<file path="src/rtl/range_frame_feeder.sv">
// -----------------------------------------------------------------------------
// range_frame_feeder
//
// Upstream stage of the range finder. Collects one complete frame of samples
// over a valid/ready handshake into a local buffer, then replays the frame as
// a gap-free burst on the range finder's data/go/finish interface. go marks
// the first replayed sample and finish marks the last one.
//
// Frames of length 1 are rejected (short_err). Frames longer than DEPTH are
// dropped up to and including their last sample (overflow_err). Both error
// flags are sticky until reset.
//
// Optional feature (macro RANGE_FEEDER_STATS_EN): adds an 8-bit wrapping
// frames_sent counter that increments on every finish strobe.
//
// Parameters:
//   WIDTH  sample width in bits
//   DEPTH  maximum frame length in samples (>= 2)
//
// Ports:
//   clock         system clock, rising edge
//   reset         synchronous, active-high reset
//   in_data       incoming sample
//   in_valid      in_data is valid this cycle
//   in_last       in_data is the final sample of its frame
//   in_ready      feeder can accept a sample this cycle
//   rf_data       sample to the range finder (0 when not streaming)
//   rf_go         first-sample strobe
//   rf_finish     last-sample strobe
//   overflow_err  sticky: a frame exceeded DEPTH samples
//   short_err     sticky: a frame of length 1 was received
//   frames_sent   (RANGE_FEEDER_STATS_EN only) count of finished frames
// -----------------------------------------------------------------------------
module range_frame_feeder #(
  parameter int WIDTH = 8,
  parameter int DEPTH = 16
) (
  input  logic             clock,
  input  logic             reset,
  input  logic [WIDTH-1:0] in_data,
  input  logic             in_valid,
  input  logic             in_last,
  output logic             in_ready,
  output logic [WIDTH-1:0] rf_data,
  output logic             rf_go,
  output logic             rf_finish,
  output logic             overflow_err,
  output logic             short_err
`ifdef RANGE_FEEDER_STATS_EN
  ,
  output logic [7:0]       frames_sent
`endif
);

  localparam int CNT_W = $clog2(DEPTH + 1);
  localparam int PTR_W = $clog2(DEPTH);

  typedef enum logic [1:0] {
    S_FILL    = 2'd0,
    S_STREAM  = 2'd1,
    S_DISCARD = 2'd2
  } state_t;

  state_t            state_q, state_d;
  logic [CNT_W-1:0]  wr_cnt_q, wr_cnt_d;
  logic [CNT_W-1:0]  len_q, len_d;
  logic [PTR_W-1:0]  rd_ptr_q, rd_ptr_d;
  logic              overflow_q, overflow_d;
  logic              short_q, short_d;

  // Frame buffer; contents are never reset.
  logic [WIDTH-1:0]  mem [DEPTH];
  logic [WIDTH-1:0]  rd_data_q;
  logic              mem_we;

  logic              accept;
  logic              last_beat;

  // in_ready depends only on state, so acceptance is derived from state
  // directly to keep the handshake free of combinational feedback.
  assign accept    = in_valid && (state_q != S_STREAM);
  assign last_beat = (state_q == S_STREAM) &&
                     (CNT_W'(rd_ptr_q) == (len_q - CNT_W'(1)));

  // ---------------------------------------------------------------------------
  // State register
  // ---------------------------------------------------------------------------
  always_ff @(posedge clock) begin
    if (reset) begin
      state_q    <= S_FILL;
      wr_cnt_q   <= '0;
      len_q      <= '0;
      rd_ptr_q   <= '0;
      overflow_q <= 1'b0;
      short_q    <= 1'b0;
    end else begin
      state_q    <= state_d;
      wr_cnt_q   <= wr_cnt_d;
      len_q      <= len_d;
      rd_ptr_q   <= rd_ptr_d;
      overflow_q <= overflow_d;
      short_q    <= short_d;
    end
  end

  // ---------------------------------------------------------------------------
  // Next-state logic
  // ---------------------------------------------------------------------------
  always_comb begin
    state_d    = state_q;
    wr_cnt_d   = wr_cnt_q;
    len_d      = len_q;
    rd_ptr_d   = rd_ptr_q;
    overflow_d = overflow_q;
    short_d    = short_q;
    mem_we     = 1'b0;

    unique case (state_q)
      S_FILL: begin
        rd_ptr_d = '0;
        if (accept) begin
          mem_we = 1'b1;
          if (in_last) begin
            if (wr_cnt_q == '0) begin
              // Single-sample frame: flag it and keep filling from slot 0.
              short_d = 1'b1;
            end else begin
              len_d    = wr_cnt_q + CNT_W'(1);
              wr_cnt_d = wr_cnt_q + CNT_W'(1);
              state_d  = S_STREAM;
            end
          end else if (wr_cnt_q == CNT_W'(DEPTH - 1)) begin
            // Buffer full and the frame keeps going: drop the rest of it.
            overflow_d = 1'b1;
            wr_cnt_d   = '0;
            state_d    = S_DISCARD;
          end else begin
            wr_cnt_d = wr_cnt_q + CNT_W'(1);
          end
        end
      end

      S_STREAM: begin
        if (last_beat) begin
          state_d  = S_FILL;
          rd_ptr_d = '0;
          wr_cnt_d = '0;
        end else begin
          rd_ptr_d = rd_ptr_q + PTR_W'(1);
        end
      end

      S_DISCARD: begin
        rd_ptr_d = '0;
        if (accept && in_last) begin
          state_d = S_FILL;
        end
      end

      default: begin
        state_d  = S_FILL;
        wr_cnt_d = '0;
        rd_ptr_d = '0;
      end
    endcase
  end

  // ---------------------------------------------------------------------------
  // Buffer: synchronous write, registered read.
  // The read address is the pointer value for the next cycle, so rd_data_q
  // already holds mem[rd_ptr_q] whenever the FSM is in STREAM. Frames are at
  // least two samples long, so slot 0 is always written before the cycle that
  // enters STREAM, and no write ever happens during STREAM.
  // ---------------------------------------------------------------------------
  always_ff @(posedge clock) begin
    if (mem_we) begin
      mem[wr_cnt_q[PTR_W-1:0]] <= in_data;
    end
    rd_data_q <= mem[rd_ptr_d];
  end

  // ---------------------------------------------------------------------------
  // Outputs
  // ---------------------------------------------------------------------------
  always_comb begin
    in_ready  = 1'b1;
    rf_data   = '0;
    rf_go     = 1'b0;
    rf_finish = 1'b0;
    if (state_q == S_STREAM) begin
      in_ready  = 1'b0;
      rf_data   = rd_data_q;
      rf_go     = (rd_ptr_q == '0);
      rf_finish = last_beat;
    end
  end

  assign overflow_err = overflow_q;
  assign short_err    = short_q;

`ifdef RANGE_FEEDER_STATS_EN
  logic [7:0] frames_sent_q;

  always_ff @(posedge clock) begin
    if (reset) begin
      frames_sent_q <= '0;
    end else if (last_beat) begin
      frames_sent_q <= frames_sent_q + 8'd1;
    end
  end

  assign frames_sent = frames_sent_q;
`endif

endmodule
</file>
<file path="config.mk">
export PLATFORM = sky130hd
export DESIGN_NAME = range_frame_feeder
export DESIGN_NICKNAME = d
export VERILOG_FILES = /design/src/rtl/range_frame_feeder.sv
export SDC_FILE = /design/constraint.sdc
export NUM_CORES = 1
export LEC_CHECK = 0
export ABC_AREA = 1
export BUFFER_PORTS_ARGS = -buffer_cell sky130_fd_sc_hd__buf_4
export CORE_UTILIZATION = 46
export CTS_CLUSTER_SIZE = 40
export DETAILED_ROUTE_END_ITERATION = 8
export HOLD_SLACK_MARGIN = 0.08
export PLACE_DENSITY_LB_ADDON = 0.1
export REMOVE_ABC_BUFFERS = 1
export SLEW_MARGIN = 20
export SYNTH_ARGS = -nofsm -noshare
export SYNTH_HDL_FRONTEND = slang
export SYNTH_SLANG_ARGS = --single-unit
</file>
<file path="constraint.sdc">
create_clock -name clock -period 2.69 [get_ports clock]
set_clock_uncertainty 0.2 [all_clocks]
set_input_delay 0.538 -clock clock [delete_from_list [all_inputs] [get_ports clock]]
set_output_delay 0.538 -clock clock [all_outputs]
set_load 0.02 [all_outputs]
</file>
# Yosys cells after proc, flatten, opt, wreduce, memory -nomap -nowiden
# Memories as Yosys holds them, arrays and structs flattened. A register that Yosys moved wholly into a read port is not among the register bits.
# Index checks and enable logic that the tools add are counted.
# Widths: inputs -> output; s select.
[classes] n_addsub=3 n_mul=0 div=0 n_lt_le_gt_ge=0 eq_ne=10 shift=0 n_mux=23 bitwise=3 reduce_logical=11
[ops] operator="$mux 5" count=5
[ops] operator="$reduce_and 4->1" count=4
[ops] operator="$pmux 5 s3" count=1
[ops] operator="$mux 2" count=6
[ops] operator="$mux 4" count=2
[ops] operator="$mux 8" count=1
[ops] operator="$mux 1" count=7
[ops] operator="$ne 2x2->1 const B" count=3
[ops] operator="$ne 3x3->1 const B" count=2
[ops] operator="$pmux 2 s3" count=1
[ops] operator="$add 5x1->5 const B" count=1
[ops] operator="$eq 4x5->1" count=1
[ops] operator="$eq 5x4->1 const B" count=1
[ops] operator="$logic_not 5->1" count=1
[ops] operator="$reduce_and 5->1" count=1
[ops] operator="$sub 5x1->5 const B" count=1
[ops] operator="$add 4x1->4 const B" count=1
[ops] operator="$logic_not 4->1" count=1
[ops] operator="$logic_and 1x1->1" count=3
[ops] operator="$not 1->1" count=3
[ops] operator="$eq 2x1->1 const B" count=1
[ops] operator="$eq 2x2->1 const B" count=1
[ops] operator="$logic_not 2->1" count=1
[ops] operator="$ne 2x1->1 const B" count=1
[word_totals] regBits=18 latchBits=0 mem_bits_rw=128 mem_bits_ro=0 in_bits=12 memories=1
[mem_list] memory="mem" words=16 width=8 read_ports=1 rd_clocked_by_memory_dff=1 wr=1 line_no="72" text="logic [WIDTH-1:0] mem [DEPTH];"

# Longest topological paths before layout
[logic_depth] word_depth=6 ltp_mapped=17 mapped_depth_nobuf=16

# Worst setup path before layout
# No wires, ideal clock.
[synth_path] path_type="reg2out" from="reg len_q[0]" to="out rf_finish" arrival_ns=1.754 path_slack_ns=0.198 stages_incl_launch_ff=12 path_cell_list="dfxtp_1 inv_1 ha_1 nand2_1 inv_1 nor2_1 nand3_1 nor2_2 nand2_4 buf_6 buf_2 nor2_1"
[synth_via] elab_chain_cells=4
[synth_rtl] element="start, declared" line_no="66" text="logic [CNT_W-1:0] len_q, len_d;"
[synth_rtl] element="start signal, assigned" line_no="99" text="len_q <= len_d;"
[synth_rtl] element="$sub 5x1->5" line_no="83" text="(CNT_W'(rd_ptr_q) == (len_q - CNT_W'(1)));"
[synth_rtl] element="$eq 4x5->1" line_no="83"
[synth_rtl] element="$logic_and 1x1->1" line_no="82" text="assign last_beat = (state_q == S_STREAM) &&"
[synth_rtl] element="$mux 1" line_no="190" text="if (state_q == S_STREAM) begin"
[synth_rtl] element="end, declared" line_no="46" text="output logic rf_finish,"
# Every way passes these cells.

# Worst setup path after layout
[layout_path] from="reg len_q[1]" to="out rf_finish"
# The elaborated chain is that of the path after synthesis.

==> metrics.cfg <==
[pwr]
ir_worst_vdd_mv = 0.417
powerDensity_nw_per_um2 = 763
p_leak_nw = 3.55

[synthesis]
syn_area_um2 = 7070
ys_warn_count = 0
synth_cells = 732
syn_area_per_cell_um2 = 9.66
yosysTopAreaCellShare = 0.543
synth.area.top_cells = edfxtp_1, dfxtp_1, inv_1
synth.ff_latch_count = 154
netlist-cell-type-count = 26
ys_seq_area_frac = 0.617
synth_top_cell_by_area = edfxtp_1

[route]
vias = 5168
avgViaCountPerCell = 5.37
drt_iter0_markers = 496
drc = 0
drtPass1Iterations = 5
ant_nets = 0
avgRoutedWirePerCell_um = 18.2
totalWireLength_mm = 17.5

[sta]
period_minus_slack_ns = 2.58
worst_pin_slew_ns = 0.533
post-route-period-util = 0.960
maxSlewViolCount = 0
hold_viol_final = 0
finalSetupTns_ns = 0
setup-violations-final = 0
max_slew_margin = 0.644
timing.fmax_mhz = 387

[setup_path]
cp_slowest_cell = dfxtp_1
max_stage_delay_ns = 0.36
path_cells = inv_2 -> ha_4 -> nor2_1 -> nor2_1 -> nand3_1 -> nor2_2 -> nand2_4 -> nor2_4 -> buf_6
cp_data_arrival_time_ns = 1.84
startpoint_type = register
path_class = register to output pin
cp-end-kind = output pin
path_common_cell = nor2_1
required_ns = 1.95
cp_max_fo = 5

[floorplanning]
initial_core_util = 0.479
io-pin-count = 25
core-area_um2 = 14800
die_height_um = 126
row_count = 44
fp.dieW_um = 126
die_area_um2 = 15900

[clock_tree]
clkTransAtPathRegs_ns = 0.06
cts_buffers = 17
clockBufferDepth = 2
clk_latency_ns = 0.42
cts_htree_levels = 4
cts.sinks = 154
cts_tree = done
cts_setup_buffers = 0
cts-root-buf = clkbuf_16
ctsHoldBuffers = 0

[run]
maxCapViolations = 0

[final_layout]
syn_to_final_growth_pct = 15.6
drive_gt1_frac = 0.126
diodes = 0
fillers = 1315
final_nets = 787
regArea_um2 = 4370
fin_util = 0.554
multiInputGateArea_um2 = 2010

[min_path]
hold_path_class = input pin to register

[global_route]
grt_overflow = 0
grt_max_degree = 58
grt_pass1_wl_mm = 28.0
antenna_found_initial = 0
grt_pass1_vias = 5060
track_usage = 0.237

[place]
gp_congestion = 0.855
port_buffers = 24
dp_hpwl_mm = 11.7

[status]
status = finished, final reports clean

==> cells by family (layout without fill, tap and decap cells) <==
group           after synthesis  count (layout)  synth area share
compound gates               23              23            0.0205
fa+ha+maj                     9               9            0.0159
simple gates                368             368             0.238
buf+inv                     173             220             0.102
xor+xnor                      5               5           0.00619
flops                       154             154             0.617
==> final cells by class <==
type,instances,area share
Sequential cell,154,0.534
Inverter,136,0.0624
Timing Repair Buffer,52,0.0528
Multi-Input combinational cell,405,0.246
Tap cell,184,0.0282
Clock inverter,8,0.0174
Clock buffer,24,0.0589
==> final timing paths <==
kind                 from           end  slack (ns)  cells past startpoint
max              len_q[1]     rf_finish        0.11                      9
min                 reset   rd_ptr_q[0]        0.25                      2
max reg2reg      len_q[1]  rd_data_q[1]        0.19                     13
min reg2reg  overflow_err  overflow_err        0.27                      2
==> sequential cells by signal, indices dropped and copies added, names as in the netlist <==
| register | count |
|---|---|
| mem | 128 |
| rd_data_q | 8 |
| len_q | 5 |
| wr_cnt_q | 5 |
| rd_ptr_q | 4 |
| state_q | 2 |
| overflow_err | 1 |
| short_err | 1 |
==> cells in the final DEF, fill, tap and decap left out <==
cell,Yosys,routed
nand4_1,56,56
ha_4,0,1
xnor2_1,2,2
a21oi_1,10,10
nand2_4,1,1
nor2_4,0,2
o21ai_0,1,1
clkinv_2,0,3
xor2_1,3,3
buf_12,0,3
nand2_1,102,102
o21a_1,1,1
nand3_1,88,88
clkbuf_8,0,3
inv_2,4,6
nand3_2,4,4
a211oi_1,10,10
dfxtp_1,26,25
clkinvlp_4,0,1
bufinv_16,0,4
clkbuf_16,0,17
inv_1,132,130
clkbuf_1,15,4
ha_1,9,8
nor3_1,5,5
edfxtp_1,128,128
buf_4,5,48
o21bai_1,1,1
dfxtp_4,0,1
nand3b_1,1,1
nor2_2,4,3
buf_6,6,1
nor2_1,107,106
==> worst max-delay path: cells and delay by family (launching register included) <==
family | cells | cell delay [ns]
flops | 1 | 0.36
fa+ha+maj | 1 | 0.26
buf+inv | 2 | 0.20
simple gates | 6 | 0.60
==> through the flow <==
stage / instance area (um^2) / instances / setup slack (ns) / hold WS, ns / total power, mW
finish: 8180 / 963 / 0.108 / 0.248 / 6.24
global route: 8180 / 963 / -0.0127 / 0.273 / 6.48
CTS: 8150 / 963 / 0.00460 / 0.242 / 6.25
detailed placement: 7520 / 931 / 0.123 / 0.264 / 3.76
global placement: 7520 / 931 / 0.164 / 0.243 / 3.75
floorplan: 6860 / 695 / -0.750 / 0.258 / 3.40
==> where the power goes <==
group          leakage, nW  switching (mW)  internal, mW
logic                 1.87           0.623         0.292
registers             1.37          0.0682          2.74
clock network        0.304           0.893          1.62
==> cell usage after synthesis <==
| cell | n |
|---|---|
| a211oi_1 | 10 |
| a21oi_1 | 10 |
| buf_1 | 2 |
| buf_2 | 9 |
| buf_4 | 5 |
| buf_6 | 6 |
| clkbuf_1 | 15 |
| dfxtp_1 | 26 |
| edfxtp_1 | 128 |
| ha_1 | 9 |
| inv_1 | 132 |
| inv_2 | 4 |
| nand2_1 | 102 |
| nand2_4 | 1 |
| nand3_1 | 88 |
| nand3_2 | 4 |
| nand3b_1 | 1 |
| nand4_1 | 56 |
| nor2_1 | 107 |
| nor2_2 | 4 |
| nor3_1 | 5 |
| o21a_1 | 1 |
| o21ai_0 | 1 |
| o21bai_1 | 1 |
| xnor2_1 | 2 |
| xor2_1 | 3 |
==> timing repair <==
| item | in CTS | in global routing |
|---|---|---|
| pin swaps | 0 | 1 |
| setup endpoints to repair | 1 | 5 |
| resized for setup | 2 | 6 |
==> per-layer routing <==
| metal | GRT usage | up-vias | wire length [um] |
|---|---|---|---|
| li1 | - | 2493 | - |
| met2 | 0.385 | 141 | 8280 |
| met5 | 0 | - | 0 |
| met4 | 0.0886 | 0 | 393 |
| met3 | 0.0446 | 24 | 825 |
| met1 | 0.318 | 2510 | 8030 |
Note: power is estimated with default switching activity, not from simulation.
